## src/rtl/mipi_frame_writer_pkg.sv

```systemverilog
// mipi_frame_writer_pkg: shared state type and bus widths for the MIPI frame writer
package mipi_frame_writer_pkg;
    typedef enum logic [2:0] {IDLE, ARM, CAPTURE, FLUSH, DONE} state_e;
    localparam int PIX_W      = 10;
    localparam int AVM_DATA_W = 16;
    localparam int AVM_ADDR_W = 32;
endpackage

```

## src/rtl/sync_fifo.sv

```systemverilog
// sync_fifo: show-ahead single-clock FIFO with occupancy count
module sync_fifo #(
    parameter int WIDTH = 10,
    parameter int DEPTH = 32
) (
    input  logic                   clk,
    input  logic                   reset_n,
    input  logic                   push,
    input  logic [WIDTH-1:0]       wdata,
    input  logic                   pop,
    output logic [WIDTH-1:0]       rdata,
    output logic [$clog2(DEPTH):0] count,
    output logic                   full,
    output logic                   empty
);
    localparam int AW = $clog2(DEPTH);
    typedef logic [AW:0] cnt_t;
    logic [WIDTH-1:0] mem [DEPTH];
    logic [AW-1:0] wr_ptr, rd_ptr;
    logic do_push, do_pop;
    assign full    = count == cnt_t'(DEPTH);
    assign empty   = count == '0;
    // full/empty gate on the pre-pop count, so a push into a full FIFO drops even if a pop coincides
    assign do_push = push && !full;
    assign do_pop  = pop && !empty;
    assign rdata   = mem[rd_ptr];
    always_ff @(posedge clk)
        if (do_push) mem[wr_ptr] <= wdata;
    always_ff @(posedge clk or negedge reset_n) begin
        if (!reset_n) begin
            wr_ptr <= '0;
            rd_ptr <= '0;
            count  <= '0;
        end else begin
            if (do_push) wr_ptr <= wr_ptr + AW'(1);
            if (do_pop) rd_ptr <= rd_ptr + AW'(1);
            count <= count + cnt_t'(do_push) - cnt_t'(do_pop);
        end
    end
endmodule

```

## src/rtl/mipi_frame_writer.sv

```systemverilog
// mipi_frame_writer: captures one MIPI pixel frame and burst-writes it to SDRAM over Avalon-MM
module mipi_frame_writer
    import mipi_frame_writer_pkg::*;
#(
    parameter int BURST_LEN  = 8,
    parameter int FIFO_DEPTH = 32,
    parameter int CNT_W      = 24
) (
    input  logic                  clk,
    input  logic                  reset_n,
    input  logic                  start,
    input  logic [AVM_ADDR_W-1:0] base_addr,
    input  logic [CNT_W-1:0]      frame_words,
    output logic                  busy,
    output logic                  done,
    output logic                  overflow,
    output logic [CNT_W-1:0]      words_written,
    input  logic                  pix_valid,
    input  logic [PIX_W-1:0]      pix_data,
    input  logic                  pix_hs,
    input  logic                  pix_vs,
    output logic [AVM_ADDR_W-1:0] avm_address,
    output logic [4:0]            avm_burstcount,
    output logic                  avm_write,
    output logic [AVM_DATA_W-1:0] avm_writedata,
    input  logic                  avm_waitrequest
);
    localparam int CW = $clog2(FIFO_DEPTH) + 1;
    typedef logic [CW-1:0] cnt_t;
    state_e state;
    logic vs_q, push_v, fifo_full, fifo_empty, acc, beat, burst_go, vs_fall, last_pix;
    logic [PIX_W-1:0] push_d, fifo_rdata;
    cnt_t fifo_count;
    logic [4:0] beats_left, burst_len;
    logic [CNT_W-1:0] fw, cap_cnt;
    logic [AVM_ADDR_W-1:0] cur_addr;

    sync_fifo #(.WIDTH(PIX_W), .DEPTH(FIFO_DEPTH)) u_fifo (
        .clk(clk),
        .reset_n(reset_n),
        .push(push_v),
        .wdata(push_d),
        .pop(beat),
        .rdata(fifo_rdata),
        .count(fifo_count),
        .full(fifo_full),
        .empty(fifo_empty)
    );

    always_comb begin
        acc           = state == CAPTURE && pix_valid && pix_hs && pix_vs;
        vs_fall       = vs_q && !pix_vs;
        last_pix      = acc && cap_cnt + CNT_W'(1) == fw;
        beat          = avm_write && !avm_waitrequest;
        burst_len     = fifo_count >= cnt_t'(BURST_LEN) ? 5'(BURST_LEN) : 5'(fifo_count);
        // a short tail burst waits for the in-flight pixel so the frame ends in one partial burst
        burst_go      = !avm_write && (state == CAPTURE || state == FLUSH) &&
                        (fifo_count >= cnt_t'(BURST_LEN) || (state == FLUSH && !push_v && !fifo_empty));
        avm_writedata = avm_write ? AVM_DATA_W'(fifo_rdata) : '0;
        done          = state == DONE;
    end

    always_ff @(posedge clk or negedge reset_n) begin
        if (!reset_n) begin
            state          <= IDLE;
            vs_q           <= 1'b0;
            push_v         <= 1'b0;
            push_d         <= '0;
            busy           <= 1'b0;
            overflow       <= 1'b0;
            words_written  <= '0;
            avm_address    <= '0;
            avm_burstcount <= '0;
            avm_write      <= 1'b0;
            beats_left     <= '0;
            fw             <= '0;
            cap_cnt        <= '0;
            cur_addr       <= '0;
        end else begin
            vs_q   <= pix_vs;
            push_v <= acc;
            push_d <= pix_data;
            if (push_v && fifo_full) overflow <= 1'b1;
            if (beat) words_written <= words_written + CNT_W'(1);
            if (burst_go) begin
                avm_address    <= cur_addr;
                avm_burstcount <= burst_len;
                beats_left     <= burst_len;
                avm_write      <= 1'b1;
                cur_addr       <= cur_addr + AVM_ADDR_W'({burst_len, 1'b0});
            end else if (beat) begin
                beats_left <= beats_left - 5'd1;
                if (beats_left == 5'd1) avm_write <= 1'b0;
            end
            case (state)
                IDLE: if (start) begin
                    fw            <= frame_words;
                    cur_addr      <= base_addr;
                    cap_cnt       <= '0;
                    overflow      <= 1'b0;
                    words_written <= '0;
                    busy          <= 1'b1;
                    state         <= frame_words == '0 ? DONE : ARM;
                end
                ARM: if (!vs_q && pix_vs) state <= CAPTURE;
                CAPTURE: begin
                    // dropped pixels still count so the frame geometry stays intact
                    if (acc) cap_cnt <= cap_cnt + CNT_W'(1);
                    if (last_pix || vs_fall) state <= FLUSH;
                end
                FLUSH: if (fifo_empty && !avm_write && !push_v) state <= DONE;
                DONE: begin
                    busy  <= 1'b0;
                    state <= IDLE;
                end
                default: state <= IDLE;
            endcase
        end
    end
endmodule

```

## config.mk

```make
export PLATFORM = sky130hd
export DESIGN_NAME = mipi_frame_writer
export DESIGN_NICKNAME = d
export VERILOG_FILES = /design/src/rtl/mipi_frame_writer_pkg.sv /design/src/rtl/sync_fifo.sv /design/src/rtl/mipi_frame_writer.sv
export SDC_FILE = /design/constraint.sdc
export NUM_CORES = 1
export LEC_CHECK = 0
export BUFFER_PORTS_ARGS = -buffer_cell sky130_fd_sc_hd__buf_2
export CAP_MARGIN = 20
export CORE_MARGIN = 2
export CORE_UTILIZATION = 35
export DETAILED_ROUTE_END_ITERATION = 8
export MAX_ROUTING_LAYER = met4
export PLACE_DENSITY = 0.62
export SLEW_MARGIN = 20
export SYNTH_ARGS = -nofsm -noshare
export SYNTH_HDL_FRONTEND = slang
export SYNTH_SLANG_ARGS = --single-unit
```

## constraint.sdc

```tcl
create_clock -name clk -period 5.65 [get_ports clk]
set_clock_uncertainty 0.1 [all_clocks]
set_input_delay 0.2825 -clock clk [delete_from_list [all_inputs] [get_ports clk]]
set_output_delay 0.2825 -clock clk [all_outputs]
set_load 0.005 [all_outputs]
```

==> impl_results.md, run 1 <==
* Outcome: stopped before the end
* Failing step: 5_2_route
* Err: [ERROR DRT-0255] Maze Route cannot find path of net clk in worker of routeBox ( 241500 0 ) ( 251800 48300 ).
* Synth top area cells: edfxtp_1 (45%), dfrtp_1 (21%), mux4_2 (10%)
* Ys Warns at 0
* Post-Syn Area at ~21000 sq um
* Num CTS Buffers at 54
* Synth cell types at 68
* DP HPWL at ~31 mm
* Number of port buffers at around 150
* Initial Util at between 30 and 40%
* Number of global-route vias before repair at approximately 13000
* Post-CTS setup buffers at 0
* Async S/R FF share, synth at 36.0%
* Clock Path Buffers at 3
* Die span in y at about 250 um
* Sequential area share after synthesis at between 60% and 70%
* Die W at approximately 250 um
* Ports at about 150
* Hold_buf cts at 70
* Main flop type after synthesis: edfxtp_1
* Largest net degree at the start of global routing at 100
* Setup WS pre-CTS at slightly below 2 ns
* # resized after CTS at 0
* GP Congestion at roughly 0.84
* Avg Cell Area, Syn at 14.6 sq um
* Synth Register Bits at 500
* Initial antenna violation count at 0
* EDFF count, synth at 320
* Synth Instances at between 1000 and 1500
* H-tree Lvls at 2
* Clk Tree Root Cell: clkbuf_16
* Cell row count at 90
* CTS Sinks at 500
* Synth area leader: edfxtp_1
* First-pass GRT wire length at around 76 mm
* Post-synth top area share at about 45%
* Grt ovf at 0
* Total GRT Usage at between 10% and 20%
-- layer usage --
metal and global-route usage [%]:
met3 2.37, met5 -, met1 22.3, met4 3.99, met2 24.2
-- through the flow --
step,std cells,hold WS (ns),cell area [sq um]
global route,2508,0.187,25600
CTS,2507,0.167,25600
detailed placement,2336,0.292,23000
global placement,2336,0.292,23000
floorplan,1473,-0.113,21500
-- synth_stat cells (all sizes together) (3+ instances only) --
library cell,instances
nor3,15
xnor2,47
clkbuf,51
nand3b,4
or3,8
nand3,33
a21o,6
and3,17
and4,7
nor2,108
a21oi,27
or2,5
mux2,27
nand2b,5
inv,26
nor4,13
o31ai,15
nand4,20
o21ai,75
nor2b,16
ha,24
mux4,100
dfrtp,180
o41ai,3
edfxtp,320
xor2,46
buf,26
mux2i,13
a31oi,4
nand2,188
o2111ai,4
and2,8
-- logic make-up after synthesis --
kind of cell / count (synthesis) / share of synthesized area [%]
AOI/OAI and AO/OA: 148 / 4.10
xor gates and xnor gates: 93 / 3.79
adders and majority gates: 26 / 1.58
buffers and inverters: 103 / 2.04
DFF: 500 / 65.7
muxes: 140 / 12.5
other: 1 / 0.0174
and+or+nand+nor: 457 / 10.3
==> inputs of run 2 (changes only) <==
--- a/config.mk
+++ b/config.mk
@@ -8,10 +8,9 @@
 export BUFFER_PORTS_ARGS = -buffer_cell sky130_fd_sc_hd__buf_2
 export CAP_MARGIN = 20
 export CORE_MARGIN = 2
-export CORE_UTILIZATION = 35
+export CORE_UTILIZATION = 20
 export DETAILED_ROUTE_END_ITERATION = 8
-export MAX_ROUTING_LAYER = met4
-export PLACE_DENSITY = 0.62
+export PLACE_DENSITY_LB_ADDON = 0.15
 export SLEW_MARGIN = 20
 export SYNTH_ARGS = -nofsm -noshare
 export SYNTH_HDL_FRONTEND = slang
==> run 2 against run 1 <==
The flow now finishes without violations. Global-route usage decreased by 4.9 points. Synthesized cell count did not move. Area after synthesis stayed put.
==> impl_results.md, run 2 <==
* Main flop type after synthesis: edfxtp_1
* Final Max Slew Viols at 0
* Avg Cell Area, Syn at between 10 and 15 sq um
* Layout area overhead at 23.4%
* Flip-flop count of the largest register after layout at 320
* Fin crit period at roughly 3.9 ns
* CP peak stage delay at around 0.74 ns
* Crit share post-route at a little over two thirds
* Die W at approximately 330 um
* P_int at 8.03 mW
* Detailed Route WL at between 60 and 70 mm
* Crit Path Max Fanout at 21
* Ratio of cells with drive above 1 in the final layout at between 20% and 30%
* Synth Area in Compound Gates at ~4.1%
* Antenna diode count at 0
* Clock Latency Late Sink at between 0.6 and 0.7 ns
* RSZ-0062 raised after global routing: false
* Core Area at 107000 sq um
* Cell mode on critical path: mux4_2
* Setup violators final at 0
* Fin. Hold Viols at 0
* Sequential area share after synthesis at 65.7%
* Reg2Reg Setup Slack at 2.12 ns
* Initial Util at between 20% and 30%
* # resized after CTS at 0
* Initial antenna violation count at 2
* Biggest regs: u_fifo.mem x320, avm_address x32, cur_addr x32
* Multi-input logic area at 6990 sq um
* GP Congestion at 0.739
* Ports at roughly 150
* CP Buf/Inv Count at 2
* TritonRoute pass-1 iters at 5
* Total negative setup slack at 0 ns
* Async S/R FF share, synth at between 30% and 40%
* P_sw at between 3 and 4 mW
* Post-DRT Antenna Nets at 0
* Ys Warns at 0
* Sequential power share at between 40% and 50%
* CP endpoint kind: output pin
* Max-cap violation count at 0
* Most frequent cells in the layout: edfxtp_1 (320), nand2_1 (188), dfrtp_1 (168)
* Fin util at 24.8%
* Largest family of logic cells by synthesized area: multiplexers
* Comb pwr share at between 20% and 30%
* Reg-to-Reg Start: u_fifo.count[4]$_DFF_PN0_
* CTS tree: built
* Number of global-route vias before repair at between 10000 and 15000
* Synth Area in Adders at around 1.6%
* Worst-Margin Slew at roughly 1.1 ns
* Routed vias/inst at a little over 4
* Fillers at 11021
* Switching Fraction at between 30% and 40%
* Die ar. at between 100000 and 150000 sq um
* Worst endpoint required time at roughly 5.3 ns
* Worst EP arrival at around 3.6 ns
* Clk Tree Root Cell: clkbuf_16
* Synth top area cells: edfxtp_1 (45%), dfrtp_1 (21%), mux4_2 (10%)
* Post-Syn Area at roughly 21000 sq um
* Worst path slowest cell: dfrtp_4
* Clock-pin slew on the worst setup and hold paths at 0.06 ns
* EDFF count, synth at between 300 and 400
* Synth Instances at 1468
* Worst setup path startpoint: u_fifo.rd_ptr[0]$_DFFE_PN0P_
* Max Freq at ~250 MHz
* Post-synthesis xor/xnor area fraction at 3.79%
* Synth cell types at 68
* Post-synth top area share at between 40% and 50%
* Synth Register Bits at 500
* Critical-path cell list: buf_4, mux4_2, mux4_2, mux2i_1, nor2b_1, buf_2
* Grt ovf at 0
* Die span in y at approximately 330 um
* R2R depth at 14
* Worst setup path category: flop to output pin
* LEAKAGE at ~9.8 nW
* Clock Path Buffers at 3
* Type of origin of the critical path: flop
* Most common cell after layout, fill and taps aside: edfxtp_1
* Register area at 14100 sq um
* Synth Area in Simple Gates at 10.3%
* Cell family with most CP delay: multiplexers
* Num CTS Buffers at 58
* Pwr/cell area at between 400 and 500 nW/um^2
* Most flops, register: u_fifo.mem
* Synth area leader: edfxtp_1
* DR vias at approximately 13000
* Clock power share at a little under a third
* DP HPWL at 39.0 mm
* Number of port buffers at 147
* Total GRT Usage at a little over a tenth
* Post-synthesis mux area share at between 10% and 20%
* Peak VDD IR at 0.000241 V
* Fin nets at between 1500 and 2000
* CTS Sinks at 500
* Worst r2r dst: cur_addr[21]$_DFF_PN0_
* Outcome: completed
* Relative slew slack at just under 30%
* H-tree Lvls at 2
* # DRC at 0
* Routed WL per cell at 19.3 um
* Largest net degree at the start of global routing at between 90 and 100
* Cell row count at 120
* Post-synth top cells: edfxtp_1 (320), nand2_1 (188), dfrtp_1 (180), nor2_1 (108), mux4_2 (100)
* Hold crit path type: input pin to asynchronous set/reset pin
* Top-count cell post-synth: edfxtp_1
* First-pass GRT wire length at about 90 mm
* DRT iter0 DRCs at 839
## run 2: area by class of cell
| cell class | count | share of cell area, % |
|---|---|---|
| Clock inverter | 38 | 1.11 |
| Timing Repair Buffer | 246 | 6.50 |
| Tap cell | 1403 | 6.62 |
| Clock buffer | 68 | 5.77 |
| Multi-Input combinational cell | 870 | 26.3 |
| Sequential cell | 500 | 53.3 |
| Inverter | 26 | 0.368 |
## run 2: worst max-delay path by stage
stage                           endpoint  slack [ns]  cells after the start
2_1_floorplan     cur_addr[21]$_DFF_PN0_        2.52                     13
3_3_place_gp   u_fifo.count[4]$_DFF_PN0_        2.11                     12
3_5_place_dp      cur_addr[21]$_DFF_PN0_        2.09                     14
4_1_cts                 avm_writedata[9]        1.58                      6
5_1_grt                 avm_writedata[9]        1.50                      6
6_report                avm_writedata[9]        1.72                      6
## run 2: cells by family (layout without fill, tap and decap cells)
logic type | count (synthesis) | in the layout
AO/OA/AOI/OAI | 148 | 148
XOR/XNOR | 93 | 93
adder cells (fa/ha/maj) | 26 | 26
buffers and inverters | 103 | 378
flip-flops | 500 | 500
multiplexers | 140 | 140
other | 1 | 6
AND/OR/NAND/NOR | 457 | 457
## run 2: metal layers
layer / up-vias / global-route usage (%) / routed length [um]
met4: 0 / 3.01 / 1410
met3: 83 / 2.17 / 2570
met1: 6637 / 15.2 / 28800
met2: 256 / 17.4 / 28000
met5: - / 0 / 0
li1: 5923 / - / -
## run 2: what timing repair did
action / 4_1_cts / 5_1_grt
hold buffers: 70 / 0
endpoints found under the hold margin: 166 / 0
buffers inserted: 0 / 0
## run 2: metrics by stage
step                power [mW]  cell area, sq um  setup WS (ns)  hold WS [ns]  instances
floorplan                 7.00             21500           2.52        -0.113       1473
finish                    11.9             26500           1.72         0.173       3151
global route              12.6             26500           1.50         0.188       3151
CTS                       12.2             26500           1.58         0.169       3151
detailed placement        8.37             24000           2.09         0.293       2975
global placement          8.36             23900           2.11         0.294       2974
## run 2: power by group through the flow
stage	logic, mW	clock network, mW	registers, mW
after floorplan	2.31	0	4.69
after global placement	3.25	0	5.12
after detailed placement	3.24	0	5.13
after CTS	3.30	3.82	5.06
after global routing	3.55	3.94	5.12
final	3.21	3.65	5.02
Power figures use the tool's default switching activity.
==> inputs of run 3 (changes only) <==
==> constraint.sdc (replaced) <==
create_clock -name clk -period 3.4 [get_ports clk]
set_clock_uncertainty 0.1 [all_clocks]
set_input_delay 0.17 -clock clk [delete_from_list [all_inputs] [get_ports clk]]
set_output_delay 0.17 -clock clk [all_outputs]
set_load 0.005 [all_outputs]
==> run 3 against run 2 <==
The flow now finishes with violations (negative hold slack). Total power rose by 74%. Die area unchanged. First-iteration DRC count shrank 5.5%. Sequential cell count is the same. Critical path depth increased by 1. Sequential power rose by 61%. Combinational power up 92%. Count of clock-buffer cells in the layout is 14 higher. Worst hold slack worse by 0.18 ns. Global-route usage increased by 0.47 points. Via count grew 2.5%. Cell count increased by 2.3%.
==> impl_results.md, run 3 (synthesis gave the netlist of run 2 again) <==
* Failing checks: negative hold slack
* Reg-to-Reg Start: u_fifo.count[4]$_DFF_PN0_
* Cell row count at 120
* Cell mode on critical path: mux4_2
* Worst-Margin Slew at 0.991 ns
* Outcome: finished, violations left
* Most flops, register: u_fifo.mem
* Largest net degree at the start of global routing at between 100 and 150
* Initial Util at 20.1%
* Clock-pin slew on the worst setup and hold paths at around 0.06 ns
* Reg2Reg Setup Slack at slightly above 0.3 ns
* Max-cap violation count at 0
* DRT iter0 DRCs at 793
* Highest routed layer: met4
* Initial antenna violation count at 0
* Core Area at 107000 sq um
* Critical-path cell list: buf_4, buf_12, mux4_2, mux4_2, mux2i_1, nor2b_2, buf_2
* Die span in y at about 330 um
* Number of global-route vias before repair at about 14000
* Crit Path Max Fanout at 10
* CP endpoint kind: output pin
* CTS tree: built
* WHS at -0.00367 ns
* Clock Latency Late Sink at 0.66 ns
* Die W at approximately 330 um
* DR vias at 13220
* LEAKAGE at around 10 nW
* R2R depth at 14
* Antenna diode count at 0
* Fin. Hold Viols at 1
* DP HPWL at around 41 mm
* Worst EP arrival at between 2 and 3 ns
* Biggest regs: u_fifo.mem x320, avm_address x32, cur_addr x32
* Placed cell area at approximately 24000 sq um
* Routed WL per cell at between 15 and 20 um
* Worst path slowest cell: mux4_2
* Grt ovf at 0
* Final Max Slew Viols at 0
* Cell family with most CP delay: multiplexers
* Type of origin of the critical path: flop
* GP Congestion at ~0.75
* Die ar. at about 110000 sq um
* Worst r2r dst: cur_addr[21]$_DFF_PN0_
* CTS Sinks at 500
* Fin crit period at 3.25 ns
* Worst setup path category: flop to output pin
* Clk Tree Root Cell: clkbuf_16
* First-pass GRT wire length at 93.9 mm
* Flip-flop count of the largest register after layout at 320
* Detailed Route WL at 64.2 mm
* RSZ-0062 raised after global routing: true
* CP peak stage delay at roughly 0.54 ns
* Overall Power at a little over 20 mW
* Number of port buffers at 147
* Total negative setup slack at 0 ns
* Num CTS Buffers at 60
* Pwr/cell area at 756 nW/um^2
* Max Freq at about 310 MHz
* Final Cell Area at 27300 sq um
* # DRC at 0
* Ratio of cells with drive above 1 in the final layout at 26.8%
* Crit share post-route at a little over nine tenths
* Routed vias/inst at roughly 4
* Layout area overhead at 27.0%
* Met3 wire len at around 2.7 mm
* Most common cell after layout, fill and taps aside: edfxtp_1
* CP Buf/Inv Count at 3
* Wl on met1 at ~30 mm
* Peak VDD IR at approximately 0.00041 V
* H-tree Lvls at 2
* Hold crit path type: input pin to asynchronous set/reset pin
* Post-DRT Antenna Nets at 0
* Final WS setup at 0.153 ns
* Met2 wire len at 30.0 mm
* Worst endpoint required time at about 3.1 ns
* Most frequent cells in the layout: edfxtp_1 (320), nand2_1 (188), dfrtp_1 (170)
* Total GRT Usage at 11.4%
* Fin nets at ~1900
* TritonRoute pass-1 iters at 5
* Relative slew slack at between 30% and 40%
* Setup violators final at 0
* Ports at 154
* Clock Path Buffers at 3
* Setup WS pre-CTS at between 0.15 and 0.2 ns
run 3: cell count changes in the layout (fill, tap and decap cells not counted), moves of 5 or more:
cell       previous run  this run
clkbuf_1              7        18
clkinv_2             24        13
buf_4                24        77
clkbuf_16            59        64
buf_12                3         8
run 3: routing by layer:
layer | track usage, % | vias to the layer above
met2 | 18.4 | 251
met5 | 0 | -
met3 | 2.33 | 80
met4 | 3.17 | 0
li1 | - | 6053
met1 | 15.5 | 6836
run 3: final cells by class:
| class | instances | area (sq um) |
|---|---|---|
| inverters | 26 | 97.6 |
| repair buffers | 311 | 2380 |
| fillers | 10953 | 79500 |
| flip-flops and latches | 500 | 14100 |
| well taps | 1403 | 1760 |
| clock buffers | 82 | 1620 |
| clock inverters | 31 | 303 |
| multi-input cells | 870 | 7000 |
run 3: timing repair:
item | 4_1_cts | 5_1_grt
setup endpoints to repair | 9 | 10
setup buffers | 1 | 7
gates cloned | 0 | 5
gates resized for setup | 5 | 3
hold endpoints to repair | 222 | 0
hold buffers | 70 | 0
run 3: worst max path at each step:
stage                     cells after the start                         start                     end  slack, ns
after floorplan                              13     u_fifo.count[4]$_DFF_PN0_  cur_addr[21]$_DFF_PN0_       0.27
after global placement                       16     u_fifo.count[4]$_DFF_PN0_  cur_addr[19]$_DFF_PN0_       0.25
after detailed placement                     16     u_fifo.count[4]$_DFF_PN0_  cur_addr[25]$_DFF_PN0_       0.19
after CTS                                     6  u_fifo.rd_ptr[0]$_DFFE_PN0P_        avm_writedata[0]     -0.004
after global routing                         16     u_fifo.count[4]$_DFF_PN0_  cur_addr[21]$_DFF_PN0_      -0.02
final                                         7  u_fifo.rd_ptr[0]$_DFFE_PN0P_        avm_writedata[2]       0.15
run 3: per-stage QoR:
stage	std cells	util (%)	hold slack [ns]
after detailed placement	3026	22.9	0.135
after CTS	3210	25.4	0.00739
after global routing	3223	25.6	0.0393
after global placement	3026	22.9	0.136
after floorplan	1473	-	-0.226
final	3223	25.6	-0.00367
run 3: power by group:
group | leakage [nW] | switching [mW] | internal, mW
sequential | 5.15 | 0.868 | 7.20
clock | 0.950 | 2.68 | 3.71
combinational | 4.09 | 3.09 | 3.08
total | 10.2 | 6.64 | 14.0
run 3: worst register-to-register path: stages (launching register included):
cell and delay (ns):
dfrtp_1 0.38, inv_1 0.13, ha_1 0.19, nand2b_1 0.07
a21oi_1 0.18, nand2_1 0.15, fa_1 0.46, nor2b_1 0.15
o21ai_0 0.11, a21boi_0 0.20, buf_4 0.19, o2111ai_4 0.18
nor3_1 0.24, xnor2_1 0.14, o21ai_0 0.09
